`config.mk`:
```
export PLATFORM = sky130hd
export DESIGN_NAME = logic_unit_arbiter
export DESIGN_NICKNAME = d
export VERILOG_FILES = /design/src/rtl/logic_unit_arbiter_pkg.sv /design/src/rtl/logic_unit_arbiter_rr_pick.sv /design/src/rtl/logic_unit_arbiter.sv
export SDC_FILE = /design/constraint.sdc
export NUM_CORES = 1
export LEC_CHECK = 0
export ABC_AREA = 1
export CAP_MARGIN = 15
export CORE_MARGIN = 2
export CORE_UTILIZATION = 35
export CTS_CLUSTER_DIAMETER = 200
export CTS_CLUSTER_SIZE = 28
export DETAILED_ROUTE_END_ITERATION = 16
export DONT_BUFFER_PORTS = 1
export PLACE_DENSITY_LB_ADDON = 0.25
export SETUP_SLACK_MARGIN = 0.4
export SLEW_MARGIN = 20
export SYNTH_ARGS = -nofsm -noshare
export SYNTH_HDL_FRONTEND = slang
export SYNTH_SLANG_ARGS = --single-unit
```
`constraint.sdc`:
```
create_clock -name clk -period 1.6 [get_ports clk]
set_input_delay 0.24 -clock clk [delete_from_list [all_inputs] [get_ports clk]]
set_output_delay 0.24 -clock clk [all_outputs]
set_load 0.05 [all_outputs]
```
`src/rtl/logic_unit_arbiter_pkg.sv`:
```
`default_nettype none
// ============================================================================
// Module      : logic_unit_arbiter_pkg
// Description : Shared op codes, FSM encoding and helpers for the logic-unit
//               arbiter.
// Revision    : 1.0 - initial release
// ============================================================================
package logic_unit_arbiter_pkg;

  localparam int LU_DW = 16;
  localparam int LU_OPW = 2;

  localparam logic [LU_OPW-1:0] LU_OP_ZERO = 2'b00;
  localparam logic [LU_OPW-1:0] LU_OP_OR   = 2'b01;
  localparam logic [LU_OPW-1:0] LU_OP_XOR  = 2'b10;
  localparam logic [LU_OPW-1:0] LU_OP_AND  = 2'b11;

  typedef enum logic [1:0] {
    IDLE = 2'b00,
    EXEC = 2'b01,
    RESP = 2'b10
  } arb_state_e;

endpackage : logic_unit_arbiter_pkg
`default_nettype wire

```
`src/rtl/logic_unit_arbiter_rr_pick.sv`:
```
`default_nettype none
// ============================================================================
// Module      : logic_unit_arbiter_rr_pick
// Description : Combinational round-robin picker: first set request at or
//               above ptr_i, wrapping modulo N.
// Revision    : 1.0 - initial release
// ============================================================================
module logic_unit_arbiter_rr_pick #(
  parameter int N   = 2,
  parameter int IDW = 1
) (
  input  logic [N-1:0]   req_i,
  input  logic [IDW-1:0] ptr_i,
  output logic [N-1:0]   grant_o,
  output logic [IDW-1:0] idx_o,
  output logic           any_o
);

  logic [2*N-1:0] dbl;
  logic [N-1:0]   rot;
  logic [IDW:0]   off;
  logic [IDW:0]   sum;

  // Rotate so that bit 0 of rot is the requester at ptr_i.
  always_comb begin
    dbl = {req_i, req_i} >> ptr_i;
    rot = dbl[N-1:0];
  end

  always_comb begin
    off   = '0;
    any_o = 1'b0;
    for (int k = N - 1; k >= 0; k--) begin
      if (rot[k]) begin
        off   = (IDW+1)'(k);
        any_o = 1'b1;
      end
    end
  end

  always_comb begin
    sum = {1'b0, ptr_i} + off;
    if (sum >= (IDW+1)'(N)) begin
      sum = sum - (IDW+1)'(N);
    end
    idx_o   = sum[IDW-1:0];
    grant_o = any_o ? (N'(1) << idx_o) : '0;
  end

endmodule : logic_unit_arbiter_rr_pick
`default_nettype wire

```
`src/rtl/logic_unit_arbiter.sv`:
```
`default_nettype none
// ============================================================================
// Module      : logic_unit_arbiter
// Description : Round-robin arbiter sharing one external 16-bit logic unit
//               between NUM_REQ requesters, one transaction in flight.
// Revision    : 1.0 - initial release
// ============================================================================
module logic_unit_arbiter
  import logic_unit_arbiter_pkg::*;
#(
  parameter int NUM_REQ = 2,
  parameter int IDW     = 1
) (
  input  logic                        clk,
  input  logic                        rst_n,
  input  logic [NUM_REQ-1:0]          req_valid,
  output logic [NUM_REQ-1:0]          req_ready,
  input  logic [LU_DW*NUM_REQ-1:0]    req_a,
  input  logic [LU_DW*NUM_REQ-1:0]    req_b,
  input  logic [LU_OPW*NUM_REQ-1:0]   req_op,
  output logic [LU_DW-1:0]            lu_a,
  output logic [LU_DW-1:0]            lu_b,
  output logic [LU_OPW-1:0]           lu_op,
  input  logic [LU_DW-1:0]            lu_out,
  output logic                        rsp_valid,
  input  logic                        rsp_ready,
  output logic [IDW-1:0]              rsp_id,
  output logic [LU_DW-1:0]            rsp_data,
  output logic                        busy
);

  arb_state_e          state_q, state_d;
  logic [IDW-1:0]      rr_ptr_q, rr_ptr_d;
  logic [LU_DW-1:0]    lu_a_q, lu_a_d;
  logic [LU_DW-1:0]    lu_b_q, lu_b_d;
  logic [LU_OPW-1:0]   lu_op_q, lu_op_d;
  logic [IDW-1:0]      rsp_id_q, rsp_id_d;
  logic [LU_DW-1:0]    rsp_data_q, rsp_data_d;
  logic                rsp_valid_q, rsp_valid_d;

  logic [NUM_REQ-1:0]  pick_grant;
  logic [IDW-1:0]      pick_idx;
  logic                pick_any;
  logic [LU_DW-1:0]    sel_a;
  logic [LU_DW-1:0]    sel_b;
  logic [LU_OPW-1:0]   sel_op;

  logic_unit_arbiter_rr_pick #(
    .N   (NUM_REQ),
    .IDW (IDW)
  ) u_rr_pick (
    .req_i   (req_valid),
    .ptr_i   (rr_ptr_q),
    .grant_o (pick_grant),
    .idx_o   (pick_idx),
    .any_o   (pick_any)
  );

  // One-hot operand mux driven by the picker's grant.
  always_comb begin
    sel_a  = '0;
    sel_b  = '0;
    sel_op = '0;
    for (int i = 0; i < NUM_REQ; i++) begin
      if (pick_grant[i]) begin
        sel_a  = req_a[LU_DW*i +: LU_DW];
        sel_b  = req_b[LU_DW*i +: LU_DW];
        sel_op = req_op[LU_OPW*i +: LU_OPW];
      end
    end
  end

  always_comb begin
    state_d     = state_q;
    rr_ptr_d    = rr_ptr_q;
    lu_a_d      = lu_a_q;
    lu_b_d      = lu_b_q;
    lu_op_d     = lu_op_q;
    rsp_id_d    = rsp_id_q;
    rsp_data_d  = rsp_data_q;
    rsp_valid_d = rsp_valid_q;
    req_ready   = '0;
    case (state_q)
      IDLE: begin
        if (pick_any) begin
          // Gated by rst_n so ready stays low while reset is held.
          req_ready = pick_grant & {NUM_REQ{rst_n}};
          lu_a_d    = sel_a;
          lu_b_d    = sel_b;
          lu_op_d   = sel_op;
          rsp_id_d  = pick_idx;
          rr_ptr_d  = (pick_idx == IDW'(NUM_REQ - 1)) ? '0 : pick_idx + 1'b1;
          state_d   = EXEC;
        end
      end
      EXEC: begin
        rsp_data_d  = lu_out;
        rsp_valid_d = 1'b1;
        state_d     = RESP;
      end
      RESP: begin
        if (rsp_ready) begin
          rsp_valid_d = 1'b0;
          state_d     = IDLE;
        end
      end
      default: begin
        rsp_valid_d = 1'b0;
        state_d     = IDLE;
      end
    endcase
  end

  always_ff @(posedge clk or negedge rst_n) begin
    if (!rst_n) begin
      state_q     <= IDLE;
      rr_ptr_q    <= '0;
      lu_a_q      <= '0;
      lu_b_q      <= '0;
      lu_op_q     <= LU_OP_ZERO;
      rsp_id_q    <= '0;
      rsp_data_q  <= '0;
      rsp_valid_q <= 1'b0;
    end else begin
      state_q     <= state_d;
      rr_ptr_q    <= rr_ptr_d;
      lu_a_q      <= lu_a_d;
      lu_b_q      <= lu_b_d;
      lu_op_q     <= lu_op_d;
      rsp_id_q    <= rsp_id_d;
      rsp_data_q  <= rsp_data_d;
      rsp_valid_q <= rsp_valid_d;
    end
  end

  assign lu_a      = lu_a_q;
  assign lu_b      = lu_b_q;
  assign lu_op     = lu_op_q;
  assign rsp_valid = rsp_valid_q;
  assign rsp_id    = rsp_id_q;
  assign rsp_data  = rsp_data_q;
  assign busy      = (state_q != IDLE);

endmodule : logic_unit_arbiter
`default_nettype wire

```
# After elaboration in Yosys (flattened, before gate mapping)
# Index checks and enable logic that the tools add are counted.
# totals
ff_bits,55
input_bits,89
out_inout_bits,55
wordCells,45
# classes
addsub,3
magnitude_cmp,1
eq_ne,4
n_shift,2
mux,20
bitwise_logic,2
n_reduce_logical,5
# op_table
operator,count
two-way mux 16 bit,4
two-way mux 2 bit,7
two-way mux 1 bit,7
case mux 2 bit (3 select lines),1
AND reduction 2 bit,3
right shift 4 x 1 -> 2 bit,1
case mux 1 bit (3 select lines),1
adder 1 x 1 -> 2 bit,1
bitwise AND 2 bit,1
equality test 2 x 1 -> 1 bit (second input constant),1
equality test 2 bit (second input constant),1
>= comparator 2 bit (second input constant),1
zero test 2 bit,1
!= test 2 x 1 -> 1 bit (second input constant),1
!= test 2 bit (second input constant),1
nonzero test 2 bit,1
<< shifter 1 x 1 -> 2 bit (first input constant),1
adder 1 bit (second input constant),1
NOT 1 bit,1
subtractor 1 bit (second input constant),1

# Longest topological paths before layout
# Gate-level depths: netlist (run 1).
# depth
ltp_word,11
depth_mapped,8
mapped_depth_nobuf,6

# Hierarchy
# From an unflattened synthesis (run 1), not the netlist that was laid out.
# unflattened
cells_unflattened,360
hier_area_um2,2672.6
# by_module_without_submodules
mod,n_inst,cells_per_inst,area_per_inst_um2
logic_unit_arbiter,1,351,2635.0
logic_unit_arbiter_rr_pick,1,9,37.5

# Least setup slack after synthesis (run 1)
# No wires, ideal clock.
# synth_path
path_kind,input to output
from,input port req_valid[0]
to,output port req_ready[1]
arrival_ns,1.440
setup_slack_ns,-0.080
path_stages,5
n_path_buf,2
path_cell_list,buf_2 -> nand2_2 -> buf_4 -> nand3_1 -> nor2_1
# synth_via
elab_chain_cells,11
word_cells_on_any_way,14
cone_classes,2 x add/sub; 1 x order compare; 2 x shift; 8 x mux; 1 x bitwise
# synth_rtl
item,line,source
from (decl),logic_unit_arbiter.sv:16,"input logic [NUM_REQ-1:0] req_valid,"
right shift 4 x 1 -> 2 bit (*),logic_unit_arbiter_rr_pick.sv:26,"dbl = {req_i, req_i} >> ptr_i;"
two-way mux 1 bit (2 in series),logic_unit_arbiter_rr_pick.sv:34,if (rot[k]) begin
adder 1 x 1 -> 2 bit,logic_unit_arbiter_rr_pick.sv:42,"sum = {1'b0, ptr_i} + off;"
>= comparator 2 bit / subtractor 1 bit (equally long branches),"logic_unit_arbiter_rr_pick.sv:43, logic_unit_arbiter_rr_pick.sv:44",
two-way mux 1 bit,logic_unit_arbiter_rr_pick.sv:43,if (sum >= (IDW+1)'(N)) begin
<< shifter 1 x 1 -> 2 bit,logic_unit_arbiter_rr_pick.sv:47,grant_o = any_o ? (N'(1) << idx_o) : '0;
two-way mux 2 bit,logic_unit_arbiter_rr_pick.sv:47,
bitwise AND 2 bit,logic_unit_arbiter.sv:87,req_ready = pick_grant & {NUM_REQ{rst_n}};
two-way mux 2 bit (*),logic_unit_arbiter.sv:85,if (pick_any) begin
two-way mux 2 bit (*),logic_unit_arbiter.sv:83,case (state_q)
to (decl),logic_unit_arbiter.sv:17,"output logic [NUM_REQ-1:0] req_ready,"
# Mark *: on every way between the ends. The rest lies on a longest branch, timed or not.

# Worst setup path in the final report (run 1)
# layout_path
from,register rr_ptr_q
to,output port req_ready[0]
# layout_via
elab_chain_cells,11
word_cells_on_any_way,14
cone_classes,2 x add/sub; 1 x order compare; 2 x shift; 8 x mux; 1 x bitwise
# layout_rtl
item,line,source
from (decl),logic_unit_arbiter.sv:33,"logic [IDW-1:0] rr_ptr_q, rr_ptr_d;"
from (signal assigned),logic_unit_arbiter.sv:126,rr_ptr_q <= rr_ptr_d;
right shift 4 x 1 -> 2 bit,logic_unit_arbiter_rr_pick.sv:26,
two-way mux 1 bit (2 in series),logic_unit_arbiter_rr_pick.sv:34,
adder 1 x 1 -> 2 bit,logic_unit_arbiter_rr_pick.sv:42,
>= comparator 2 bit / subtractor 1 bit (equally long branches),"logic_unit_arbiter_rr_pick.sv:43, logic_unit_arbiter_rr_pick.sv:44",
two-way mux 1 bit,logic_unit_arbiter_rr_pick.sv:43,
<< shifter 1 x 1 -> 2 bit,logic_unit_arbiter_rr_pick.sv:47,
two-way mux 2 bit,logic_unit_arbiter_rr_pick.sv:47,
bitwise AND 2 bit,logic_unit_arbiter.sv:87,
two-way mux 2 bit (*),logic_unit_arbiter.sv:85,
two-way mux 2 bit (*),logic_unit_arbiter.sv:83,
# Marked as above.

==> results.toml, run 1 <==
[status]
status = "finished with violations"
violations = "negative hold slack"

[setup_path]
start_kind = "flop"
cp_max_fo = 2
r2r_end = "lu_b[2]$_DFFE_PN0P_"
crit_chain = "buf_6, nand2_4, nand3_4, nor2_4"
worst_path_dominant_cell_family = "simple AND/OR/NAND/NOR gates"
critical_path_required_ps = 1360
worstSetupEndpointType = "output pin"
rrSetupSlack_ps = 160
path_buf_inv = 1
cpPeakStageDelay_ps = 410
cp_slowest_cell = "dfrtp_1"
crit_type = "flop to output pin"
worst_ep_arrival_time_ps = 1300
r2r-start = "state_q[1]$_DFFE_PN0P_"
reg2reg_depth = 6

[power_and_ir_drop]
peakVddDrop_v = 0.00114
p_total_mw = 8.94
p_per_area_nw_per_um2 = 2500
p_leak_nw = 1.77

[synthesis]
synth_top_area_share_pct = 50.6
synth-seq-cells = 55
yosysWarnings = 0
synth.area.top_cells = "dfrtp_1, nand2_1, nand3_1"
avgSynthCellArea_um2 = 7.62
synth_fa_ha_area_share_pct = 0
synth_xor_area_share_pct = 0
syn_inst = 357
yosys.area_share.simple_pct = 42.7
synth_mux_area_share_pct = 0
synth_cell_types = 17
synthesis.area_um2 = 2720
synth_fp_nets = 446
synth-compound-area-share_pct = 0.184
yosysTopAreaCell = "dfrtp_1"
ys_seq_area_share_pct = 50.6
synth_top_family_by_area = "simple AND/OR/NAND/NOR gates"

[sta]
setup_viol = 0
min_period_ps = 1540
drv_slew = 0
tightest_slew_ps = 337
max_freq_mhz = 650
period_share_pct = 96.2
rsz0062_at_grt = "true"
finClkSkew_ps = 6.50
slew_headroom_pct = 77.4
timing.hold.ws_ps = -392
tns_ps = 0
finalHoldViolCount = 55

[routing]
routed_wl_um = 7510
routedWlPerCell_um = 16.2
post-route-drc-count = 0
via_per_inst = 5.11
postRouteAntennaNets = 0
drtIter0Drc = 77
vias = 2372
firstDrtPassIters = 4

[global_route]
grtUsageTotal_pct = 15.9
grt_first_pass_wirelength_um = 10700
grt_max_degree = 58
grt-ovfl-total = 0
antenna_found_initial = 0
grt_pass1_vias = 2135

[place]
hpwl_um = 4580
gp_congestion = 0.717
place_area_um2 = 2820
io_buffers = 0

[die]
initial_utilization_pct = 35.8
rows = 32
core_area_um2 = 7610
fp.dieW_um = 92.2
num_io_pins = 144
die_h_um = 92.2
die_area_um2 = 8490

[hold_path]
hold_path_class = "input port to asynchronous set/reset pin"

[clock_tree]
cts_sinks = 55
cts_inserted_buffers = 5
ctsHtreeMaxLevel = 2
cts_tree = "built"
path_clk_slew_ps = 110
clk_path_buf_depth = 2
root_buffer = "clkbuf_8"
clkLatencyLatePin_ps = 310

[cells_and_area]
regArea_um2 = 1440
multi_input_area_um2 = 1550
antenna_cells = 0
syn_to_final_growth_pct = 31.6
drive_above_1_share_pct = 47.0
nFillCells = 764
nets = 450
final_area_um2 = 3580

[job]
cap_violations = 0
## placed cells by master (no fill, tap or decap), drive strengths merged
cell,n
o21ai,1
nand3,86
buf,17
nand2,179
dfrtp,55
bufinv,1
clkbuf,6
inv,7
nor2,6
clkinv,4
## cell families (layout without fill, tap and decap cells)
group           after synthesis  in the layout
flops                        55             55
buf+inv                      30             35
simple gates                271            271
compound gates                1              1
## cell type report
cell class                 instances  area share, %
sequential                        55           40.3
timing repair inverter             3           1.36
tap                              102           3.56
clock buffer                       5           1.92
multi-input combinational        272           43.3
timing repair buffer              18           7.06
inverter                           6           1.19
clock inverter                     3           1.33
## timing repair
action | in CTS | in global routing
gates cloned | 0 | 5
gates resized for setup | 58 | 129
endpoints found under the setup margin | 106 | 58
pin swaps | 1 | 16
setup buffers | 1 | 7
hold endpoints to repair | 55 | 55
## worst max-delay path by stage
stage / cells past startpoint / end / start
3_3_place_gp: 6 / lu_a[9]$_DFFE_PN0P_ / state_q[0]$_DFFE_PN0P_
6_report: 4 / req_ready[0] / rr_ptr_q$_DFFE_PN0P_
5_1_grt: 4 / req_ready[0] / rr_ptr_q$_DFFE_PN0P_
2_1_floorplan: 5 / req_ready[1] / rr_ptr_q$_DFFE_PN0P_
4_1_cts: 3 / req_ready[1] / state_q[1]$_DFFE_PN0P_
3_5_place_dp: 6 / lu_a[9]$_DFFE_PN0P_ / state_q[0]$_DFFE_PN0P_
## power breakdown
group	leakage [nW]	switching, mW	internal (mW)
registers	0.625	2.65	2.11
logic	1.09	1.88	1.33
clock network	0.0587	0.486	0.476
total	1.77	5.02	3.91
## routing by layer
layer,vias to the layer above,global-route usage (%),part of all wire [%]
met1,1144,19.1,41
met5,-,0,0
li1,1142,-,-
met2,84,27.9,51
met3,2,4.19,6.9
met4,0,4.48,0.56
## cells in the mapped netlist
cell	number
nor2_8	1
nand2_1	176
buf_4	5
inv_2	3
dfrtp_1	55
nor2_1	4
inv_4	1
buf_6	4
clkbuf_1	2
buf_1	2
buf_2	11
o21ai_0	1
nand3_1	86
nand2_4	1
nand2_2	2
inv_1	2
nor2_4	1
## through the flow
step	util [%]	setup slack, ps	instances
global route	47.1	-7.33	464
CTS	39.9	51.3	452
detailed placement	37.1	301	443
global placement	37.1	305	443
finish	47.1	60.6	464
floorplan	-	340	357
## state kept, by name (all words and copies together) (netlist names)
register / flops
lu_a: 16
lu_b: 16
lu_op: 2
rr_ptr_q: 1
rsp_data: 16
rsp_id: 1
rsp_valid: 1
state_q: 2
## worst reg2reg max path, cell delays in order (launching register included)
cell	delay, ps
dfrtp_1	450
inv_4	110
nand2_8	120
nor2_8	300
buf_12	250
nand2_1	110
nand2_2	50
Power figures use the tool's default switching activity.
==> run 2: changes to the inputs <==
HOLD_SLACK_MARGIN = 0.05   (was default)
==> run 2 against run 1 <==
  * The run still ends with negative hold slack left
  * Sequential share of layout area down 1.2 points
  * Core utilization up 1.4 points
  * Register-to-register slack about the same
  * Fmax up 0.19%
  * Non-clock buffer count up 11
  * Hold slack worse by 2.8 ps
  * Sequential power about the same
  * Global-route usage up 0.30 points
  * Highest routed layer unchanged
  * Combinational power about the same
  * Die area unchanged
  * Critical endpoint unchanged
==> results.toml, run 2 (synthesis results as in run 1) <==
[clock_tree]
cts_sinks = 55
hold_buffers = 11
cts_inserted_buffers = 5
cts_tree = "built"
clkLatencyLatePin_ps = 310
path_clk_slew_ps = 110
ctsHtreeMaxLevel = 2
clk_path_buf_depth = 2
root_buffer = "clkbuf_8"

[place]
pre_cts_ws_ps = 301
hpwl_um = 4580
gp_congestion = 0.717
io_buffers = 0
placedCellCount = 443

[sta]
tightest_slew_ps = 332
setup_viol = 0
finClkSkew_ps = 6.71
finalHoldViolCount = 55
rsz0062_at_grt = "true"
slew_headroom_pct = 77.8
drv_slew = 0
timing.final.ws_setup_ps = 63.5
timing.hold.ws_ps = -395
min_period_ps = 1540
period_share_pct = 96.0
max_freq_mhz = 651

[routing]
drtIter0Drc = 69
postRouteAntennaNets = 0
routed_wl_um = 7800
firstDrtPassIters = 4
routedWlPerCell_um = 16.4
via_per_inst = 5.08
post-route-drc-count = 0
vias = 2412

[setup_path]
rrSetupSlack_ps = 150
critical_path_required_ps = 1360
crit_type = "flop to output pin"
worst_ep_arrival_time_ps = 1300
worstSetupEndpointType = "output pin"
cp_max_fo = 2
start_kind = "flop"

[die]
fp.dieW_um = 92.2
initial_utilization_pct = 35.8
num_io_pins = 144
core_area_um2 = 7610
die_area_um2 = 8490
die_h_um = 92.2
rows = 32

[cells_and_area]
syn_to_final_growth_pct = 35.7
nets = 461
regArea_um2 = 1440
antenna_cells = 0
nFillCells = 745
final_cell_mix = "nand2_1, nand3_1, dfrtp_2"
final_common_cell = "nand2_1"
multi_input_area_um2 = 1550
final_cells = 475
drive_above_1_share_pct = 45.6

[power_and_ir_drop]
p_seq_share_pct = 53.2
clockPowerShare_pct = 10.7
p_leak_nw = 1.82
peakVddDrop_v = 0.00115
p_int_mw = 3.93
swShare_pct = 56.2
p_per_area_nw_per_um2 = 2430
power_frac_comb_pct = 36.1
power.net_switching_mw = 5.04

[global_route]
grt-ovfl-total = 0
antenna_found_initial = 0
grt_pass1_vias = 2185
grtUsageTotal_pct = 16.2
grt_max_degree = 58
grt_first_pass_wirelength_um = 10900

[status]
violations = "negative hold slack"
status = "finished with violations"

[hold_path]
hold_path_class = "input port to asynchronous set/reset pin"

[job]
cap_violations = 0
-- run 2: cell count changes in the layout (fill, tap and decap cells not counted), sizes merged --
cell / delta
dlygate4sd3: +11
-- run 2: timing repair --
action	4_1_cts	5_1_grt
endpoints found under the hold margin	66	55
endpoints found under the setup margin	106	58
cloned	0	5
gates resized for setup	58	129
pin swaps	1	16
setup buffers	1	7
-- run 2: metrics by stage --
stage                     setup TNS [ps]  utilization, %  cell area (µm²)  power [mW]
after floorplan                        0               -             2800        6.16
after global placement                 0            37.1             2820        6.50
after detailed placement               0            37.1             2820        6.55
after CTS                              0            41.3             3140        7.75
after global routing               -7.33            48.5             3690        9.48
final                                  0            48.5             3690        8.97
-- run 2: layer usage --
layer	GRT usage, %	wire length (µm)	vias up	part of all wire (%)
met5	0	0	-	0
met4	4.73	40	0	0.51
met3	4.27	503	2	6.4
met2	28.4	4020	85	52
met1	19.4	3240	1161	41
li1	-	-	1164	-
-- run 2: layout make-up --
cell class              instances  area share, %
multi-input cells             272           42.0
clock buffers                   5           1.86
clock inverters                 3           1.29
repair inverters                3           1.32
flip-flops and latches         55           39.1
well taps                     102           3.46
repair buffers                 29           9.83
inverters                       6           1.15
-- run 2: worst paths after layout --
kind / from / to / cells past startpoint
min reg2reg: state_q[0]$_DFFE_PN0P_ / state_q[1]$_DFFE_PN0P_ / 3
min: rst_n / rsp_data[15]$_DFFE_PN0P_ / 0
max: rr_ptr_q$_DFFE_PN0P_ / req_ready[0] / 4
min in group clk: lu_out[9] / rsp_data[9]$_DFFE_PN0P_ / 2
max reg2reg: state_q[1]$_DFFE_PN0P_ / lu_b[2]$_DFFE_PN0P_ / 6
max in group asynchronous: rst_n / lu_a[1]$_DFFE_PN0P_ / 0
-- run 2: worst max-delay path: stages (launching register included) --
cell,delay (ps)
dfrtp_1,410
buf_6,130
nand2_4,70
nand3_4,70
nor2_4,300
-- run 2: power groups by stage --
stage	clock, mW	sequential (mW)	combinational [mW]
2_1_floorplan	0	4.39	1.77
3_3_place_gp	0	4.55	1.96
3_5_place_dp	0	4.54	2.01
4_1_cts	1.00	4.66	2.09
5_1_grt	1.05	4.84	3.58
6_report	0.963	4.77	3.24
==> run 3: changes to the inputs <==
CORE_ASPECT_RATIO = 0.75   (was default)
CTS_CLUSTER_SIZE = default   (was 28)
MAX_ROUTING_LAYER = met4   (was default)
==> run 3 against run 2 <==
  * The run still ends with negative hold slack left
  * Flip-flop and latch count stayed put
  * Hold slack better by 10 ps
  * Critical path depth stayed put
  * Die area hardly changed
  * Routed wire length is 5.6% higher
  * Final area is 3.3% higher
  * Final cell count is 1.7% higher
  * First-iteration DRC count grew to 2.9 times the previous value
  * Critical path type unchanged
  * Critical endpoint is now req_ready[1]
  * Largest power group unchanged
==> results.toml, run 3 (synthesis results as in run 1) <==
[status]
status = "finished with violations"
violations = "negative hold slack"

[routing]
routedWlPerCell_um = 17.1
routed_wl_um = 8240
firstDrtPassIters = 4
via_per_inst = 5.20
postRouteAntennaNets = 0
post-route-drc-count = 0
drtIter0Drc = 197
vias = 2510

[power_and_ir_drop]
p_leak_nw = 1.89
p_per_area_nw_per_um2 = 2440
peakVddDrop_v = 0.00101

[die]
die_area_um2 = 8500
initial_utilization_pct = 36.6
rows = 27
die_h_um = 80.3
core_area_um2 = 7430
fp.dieW_um = 106
num_io_pins = 144

[place]
hpwl_um = 4720
place_area_um2 = 2820
gp_congestion = 0.697
placedCellCount = 442
io_buffers = 0

[sta]
timing.hold.ws_ps = -385
finClkSkew_ps = 6.57
tightest_slew_ps = 330
period_share_pct = 96.1
setup_viol = 0
rsz0062_at_grt = "true"
min_period_ps = 1540
drv_slew = 0
finalHoldViolCount = 55
slew_headroom_pct = 78.0
max_freq_mhz = 650

[setup_path]
reg2reg_depth = 8
worstSetupEndpointType = "output pin"
start_kind = "flop"
worst_ep_arrival_time_ps = 1300
cp-endpoint = "req_ready[1]"
r2r_end = "lu_a[2]$_DFFE_PN0P_"
crit_path_start = "rr_ptr_q$_DFFE_PN0P_"
crit_chain = "inv_2, nand2_4, nand3_4, nor2_4"
rrSetupSlack_ps = 150
cp_max_fo = 4
crit_type = "flop to output pin"
cp_slowest_cell = "dfrtp_2"
cpPeakStageDelay_ps = 440
critical_path_required_ps = 1360
r2r-start = "state_q[0]$_DFFE_PN0P_"

[global_route]
grtUsageTotal_pct = 17.8
antenna_found_initial = 0
grt_max_degree = 58
grt-ovfl-total = 0
grt_first_pass_wirelength_um = 11600
grt_pass1_vias = 2336

[cells_and_area]
final_common_cell = "nand2_1"
nets = 470
syn_to_final_growth_pct = 40.2
drive_above_1_share_pct = 46.6
final_cell_mix = "nand2_1, nand3_1, dfrtp_2"
final_area_um2 = 3810
final_cells = 483
antenna_cells = 0

[clock_tree]
root_buffer = "clkbuf_8"
cts_sinks = 55
ctsHtreeMaxLevel = 2
cts_inserted_buffers = 5
hold_buffers = 10
clkLatencyLatePin_ps = 310
path_clk_slew_ps = 110
cts_tree = "built"
clk_path_buf_depth = 2

[job]
cap_violations = 0

[hold_path]
hold_path_class = "input port to asynchronous set/reset pin"
## run 3: metal layers
metal	global-route usage, %	vias to the layer above	routed length, µm
li1	-	1185	-
met1	21.7	1204	3530
met2	29.0	119	3850
met3	6.09	2	835
met4	3.55	0	23
met5	-	-	0
## run 3: worst min-delay path by stage
stage | startpoint | endpoint | slack [ps] | depth (start not counted)
6_report | rst_n | lu_b[6]$_DFFE_PN0P_ | -380 | 0
5_1_grt | rst_n | lu_a[13]$_DFFE_PN0P_ | -410 | 0
4_1_cts | rst_n | rsp_data[6]$_DFFE_PN0P_ | -400 | 0
3_5_place_dp | rst_n | lu_a[13]$_DFFE_PN0P_ | -50 | 0
3_3_place_gp | rst_n | lu_a[7]$_DFFE_PN0P_ | -50 | 0
2_1_floorplan | rst_n | lu_a[0]$_DFFE_PN0P_ | -60 | 0
## run 3: cell type report
cell class	instances	area [µm²]
Clock buffer	5	68.8
Clock inverter	3	47.5
Fill cell	700	3620
Inverter	6	58.8
Multi-Input combinational cell	273	1540
Sequential cell	55	1450
Tap cell	101	126
Timing Repair Buffer	37	477
Timing Repair inverter	3	48.8
## run 3: critical path: cells and delay by family, from the launching register on
| family | cells | cell delay [ps] |
|---|---|---|
| buffers and inverters | 1 | 60 |
| DFF | 1 | 440 |
| and+or+nand+nor | 3 | 480 |
## run 3: what timing repair did
action                                  in CTS  in global routing
pin swaps                                    5                 60
setup buffers                                3                 14
gates cloned                                 1                  5
gates resized for setup                     64                133
endpoints found under the setup margin     108                 57
endpoints found under the hold margin       65                 55
## run 3: power breakdown
part | leakage [nW] | internal [mW] | switching [mW] | total [mW]
clock network | 0.0587 | 0.475 | 0.475 | 0.951
registers | 0.623 | 2.12 | 2.67 | 4.79
logic | 1.21 | 1.58 | 2.01 | 3.59
## run 3: per-stage QoR
step                setup WS (ps)  power, mW  TNS, ps  hold WS (ps)  utilization [%]
global placement              289       6.50        0         -54.3             38.0
CTS                          37.2       7.85        0          -402             42.7
global route                -8.48       9.87    -8.48          -411             51.3
floorplan                     340       6.16        0         -55.6                -
detailed placement            267       6.56        0         -54.4             38.0
finish                       62.3       9.32        0          -385             51.3
